`config.mk`:
```
export PLATFORM = sky130hd
export DESIGN_NAME = approx_prod_accum
export DESIGN_NICKNAME = d
export VERILOG_FILES = /design/src/rtl/approx_prod_accum.sv
export SDC_FILE = /design/constraint.sdc
export NUM_CORES = 1
export LEC_CHECK = 0
export CORE_MARGIN = 8
export CORE_UTILIZATION = 50
export DETAILED_ROUTE_END_ITERATION = 16
export GPL_TIMING_DRIVEN = 0
export PLACE_DENSITY_LB_ADDON = 0.25
export SETUP_SLACK_MARGIN = 0.05
export SLEW_MARGIN = 20
export SYNTH_ARGS = -nofsm -noshare
export SYNTH_HDL_FRONTEND = slang
export SYNTH_SLANG_ARGS = --single-unit
```
`constraint.sdc`:
```
create_clock -name clk -period 4.4 [get_ports clk]
set_input_delay 0.88 -clock clk [delete_from_list [all_inputs] [get_ports clk]]
set_output_delay 0.88 -clock clk [all_outputs]
set_load 0.005 [all_outputs]
```
`src/rtl/approx_prod_accum.sv`:
```
// Streaming dot-product accumulator for 16-bit approximate products.
// One input register stage feeding a two-state accumulate/hold FSM.
module approx_prod_accum #(
   parameter int VEC_LEN = 16,
   parameter int ACC_W   = 24,
   parameter int SAT     = 1
) (
   input  logic             clk,
   input  logic             rst,
   input  logic [15:0]      in_prod,
   input  logic             in_last,
   input  logic             in_valid,
   output logic             in_ready,
   output logic [ACC_W-1:0] out_sum,
   output logic [7:0]       out_count,
   output logic             out_ovf,
   output logic             out_valid,
   input  logic             out_ready
);

   typedef enum logic {ACC, HOLD} state_t;

   localparam logic [7:0] CNT_END = 8'(VEC_LEN - 1);

   state_t           state;
   logic [15:0]      p_reg;
   logic             p_last;
   logic             p_vld;
   logic [ACC_W-1:0] acc;
   logic [7:0]       cnt;
   logic             sticky;

   logic             load;
   logic             take;
   logic [ACC_W-1:0] base;
   logic [ACC_W:0]   nxt;
   logic             n_ovf;
   logic [ACC_W-1:0] res;
   logic             v_end;

   assign in_ready = !p_vld || (state == ACC);
   assign load     = in_valid && in_ready;
   assign take     = p_vld && (state == ACC);

   // The first product of a vector ignores whatever acc still holds.
   always_comb begin
      base  = (cnt == 8'd0) ? '0 : acc;
      nxt   = {1'b0, base} + (ACC_W+1)'(p_reg);
      n_ovf = nxt[ACC_W];
      res   = (n_ovf && SAT != 0) ? '1 : nxt[ACC_W-1:0];
      v_end = p_last || (cnt == CNT_END);
   end

   always_ff @(posedge clk) begin
      if (rst) begin
         state     <= ACC;
         p_reg     <= '0;
         p_last    <= 1'b0;
         p_vld     <= 1'b0;
         acc       <= '0;
         cnt       <= '0;
         sticky    <= 1'b0;
         out_sum   <= '0;
         out_count <= '0;
         out_ovf   <= 1'b0;
         out_valid <= 1'b0;
      end else begin
         if (load) begin
            p_reg  <= in_prod;
            p_last <= in_last;
            p_vld  <= 1'b1;
         end else if (take) begin
            p_vld  <= 1'b0;
         end

         case (state)
            ACC: begin
               if (p_vld) begin
                  acc    <= res;
                  cnt    <= cnt + 8'd1;
                  sticky <= sticky | n_ovf;
                  if (v_end) begin
                     out_sum   <= res;
                     out_count <= cnt + 8'd1;
                     out_ovf   <= sticky | n_ovf;
                     out_valid <= 1'b1;
                     state     <= HOLD;
                  end
               end
            end
            HOLD: begin
               if (out_ready) begin
                  out_valid <= 1'b0;
                  acc       <= '0;
                  cnt       <= '0;
                  sticky    <= 1'b0;
                  state     <= ACC;
               end
            end
            default: state <= ACC;
         endcase
      end
   end

endmodule

```
==> summary.txt <==
Critical path
  • Reg-to-reg slack, setup: around 0.35 ns
  • Max FO, Critical Path: 10
  • Crit path required time: around 4.6 ns
  • CP endpoint kind: register
  • Worst EP arrival: roughly 4.3 ns
  • Startpoint Class: register
  • Crit Path Category: register to register

Global routing
  • Gr usage total: 21.1%
  • Vias in the first global route: 3901
  • First-pass GRT wire length: slightly below 20 mm
  • Global route overflow: 0
  • Antenna violations before repair: 0
  • Largest net degree at the start of global routing: 17

STA
  • Clk_skew: roughly 0.012 ns
  • Crit share post-route: 92.2%
  • Final min period: 4.05 ns
  • Hold Worst Slack: about 0.45 ns
  • Slew HR: 48.5%
  • Hold Vio Cnt, Final: 0
  • RSZ-0062 raised after global routing: no
  • Setup violators final: 0
  • Total negative slack: 0 ns
  • Final Max Tran Viols: 0
  • Worst Max-Slew Pin Slew: 0.772 ns
  • Max frequency: 0.247 GHz

Pwr
  • Int Pwr: between 1 and 1.5 mW
  • Lkg Pwr: just under 2 nW
  • Switch share: about 28%
  • Maximum vdd drop: roughly 0.00016 V
  • Clk pwr share: a little over a third
  • Final Power: 1.51 mW
  • P_sw: approximately 0.43 mW
  • Sequential share of power: ~54%
  • Combinational power share: a little under an eighth
  • Pwr dens: between 200 and 300 nW/um2

Route
  • DRC viols: 0
  • Vias/cell: around 5.7
  • Routed WL: about 12 mm
  • Initial drt markers: 274
  • Met2 wire len: about 5.5 mm
  • DR WL met3: slightly above 900 um
  • Highest metal used: met4
  • Vias: roughly 4100
  • Routed Antenna Nets: 0
  • DR pass1 iterations: 5
  • Met1 WL: around 5.8 mm
  • DR WL/cell: roughly 17 um

Synthesis
  • Share of the yosys chip area belonging to registers: between 30% and 40%
  • Post-synth EDFFs: 0
  • Syn avg cell area: 7.92 um2
  • Most used DFF post-synth: dfxtp_1
  • Post-synthesis cell type count: 50
  • Synth async-reset ratio: 0%
  • Mapped Area: between 4000 and 5000 um2
  • Yosys reg bits: 86
  • Syn_nets: slightly below 600
  • Synth warn: 0
  • Mapped Cells: 549

Min path
  • Worst hold-check path type: register to register

Floorplan
  • Core Region: 8590 um2
  • Initial cell density of the core: 50.6%
  • Die height: about 110 um
  • Ports: between 50 and 60
  • Area of the die: around 12000 um2
  • Chip Width: 109 um
  • # rows: 34

Clock tree
  • Sink Count: 86
  • Hold buffer count at cts: 0
  • Postcts setup bufs: 0
  • Clock Latency Late Sink: roughly 0.36 ns
  • Inserted Clock Buffers: 9
  • CTS clock-pin slew for the worst setup and hold paths: about 0.1 ns
  • Clock buffer depth: 2
  • H-tree depth: 3
  • CTS tree: yes
  • Cts repair resizes: 0
  • Root Buffer: clkbuf_8

Final layout
  • Area Growth Syn to Fin: 19.7%
  • Fillcell total: slightly above 800
  • Final Util: between 60% and 70%
  • Share of layout cells above drive strength 1: 5.17%
  • Most frequent cells in the layout: dfxtp_1, nand2_1, nor2_1, clkdlybuf4s50_1, a21oi_1
  • Nets: between 600 and 700
  • Post-route cell area: 5210 um2
  • Diodes inserted: 0
  • Commonest non-fill, non-tap cell in the layout: dfxtp_1

Placement
  • Gpl congestion: ~0.94
  • HPWL after DPL: between 9 and 10 mm
  • Placed cell area: between 5000 and 6000 um2
  • IO Port Bufs: 54

Status
  • Status: finished, final reports clean

Job
  • Maxcap violations: 0
==> power groups by stage <==
stage / sequential [mW] / combinational [mW] / clock (mW)
2_1_floorplan: 0.831 / 0.0971 / 0
3_3_place_gp: 0.833 / 0.167 / 0
3_5_place_dp: 0.833 / 0.170 / 0
4_1_cts: 0.815 / 0.170 / 0.533
5_1_grt: 0.818 / 0.188 / 0.565
6_report: 0.815 / 0.171 / 0.528
==> cell type report <==
class                      count  area, um2  area share, %
multi-input combinational    425       2470           47.4
sequential                    86       1720           33.1
timing repair buffer          54        541           10.4
buffer                        33        145           2.79
tap                          108        135           2.59
clock buffer                   9        124           2.38
clock inverter                 7       56.3           1.08
inverter                       5       18.8          0.360
==> critical path, stage by stage (launching register included) <==
cell and delay [ns]:
dfxtp_1 0.39, nor4_4 0.31, nand3_1 0.20, clkbuf_1 0.32, and2_1 0.27, ha_1 0.22, fa_1 0.43, a211oi_1 0.43
o21ai_1 0.18, a21oi_2 0.30, o21ai_4 0.15, and2_4 0.16, buf_6 0.14, nor2_1 0.19, a2bb2oi_1 0.18, nor2_1 0.05
==> per-layer routing <==
layer / vias up / track usage, %
li1: 2057 / -
met1: 1923 / 29.1
met2: 143 / 33.2
met3: 8 / 4.37
met4: 0 / 4.63
met5: - / 0
==> path summary, 6_finish.rpt <==
| kind | from | to | cells past startpoint |
|---|---|---|---|
| max | cnt[4] | acc[6] | 15 |
| min | acc[1] | acc[1] | 2 |
| max reg2reg | cnt[4] | acc[6] | 15 |
| min reg2reg | acc[1] | acc[1] | 2 |
==> per-stage QoR <==
step                      worst slack (ns)  instances
after floorplan                       1.14        549
after global placement               0.427        711
after detailed placement             0.394        711
after CTS                            0.370        727
after global routing                0.0560        727
final                                0.345        727
==> synth_stat cells, types with 2 or more instances <==
library cell	n	area share (%)
a211oi_1	19	3.3
a21o_1	7	1.2
a21oi_1	53	6.1
a22oi_1	8	1.4
a2bb2oi_1	3	0.60
a31oi_1	6	0.86
and2_1	19	2.7
and3_1	7	1.0
and4_4	2	0.52
buf_2	4	0.46
buf_6	2	0.52
clkbuf_1	27	2.3
dfxtp_1	86	40
ha_1	18	5.2
inv_1	5	0.43
nand2_1	83	7.2
nand2b_1	3	0.43
nand3_1	9	1.0
nand3b_1	2	0.35
nand4_1	2	0.29
nor2_1	73	6.3
nor3_1	26	3.0
o2111ai_1	2	0.40
o211ai_1	3	0.52
o21a_1	3	0.52
o21ai_0	25	2.9
o21ai_1	4	0.46
o21bai_1	2	0.35
o22ai_1	2	0.29
xnor2_1	21	4.2
xor2_1	4	0.81
==> logic make-up (layout without fill, tap and decap cells) <==
group	Yosys count	after routing	share of synthesized area (%)
and+or+nand+nor	234	234	24.7
muxes	1	1	0.230
AOI/OAI and AO/OA	146	146	21.1
xor gates and xnor gates	25	25	5.03
buffers and inverters	38	108	3.74
adders and majority gates	19	19	5.64
DFF	86	86	39.6
Power figures use the tool's default switching activity.
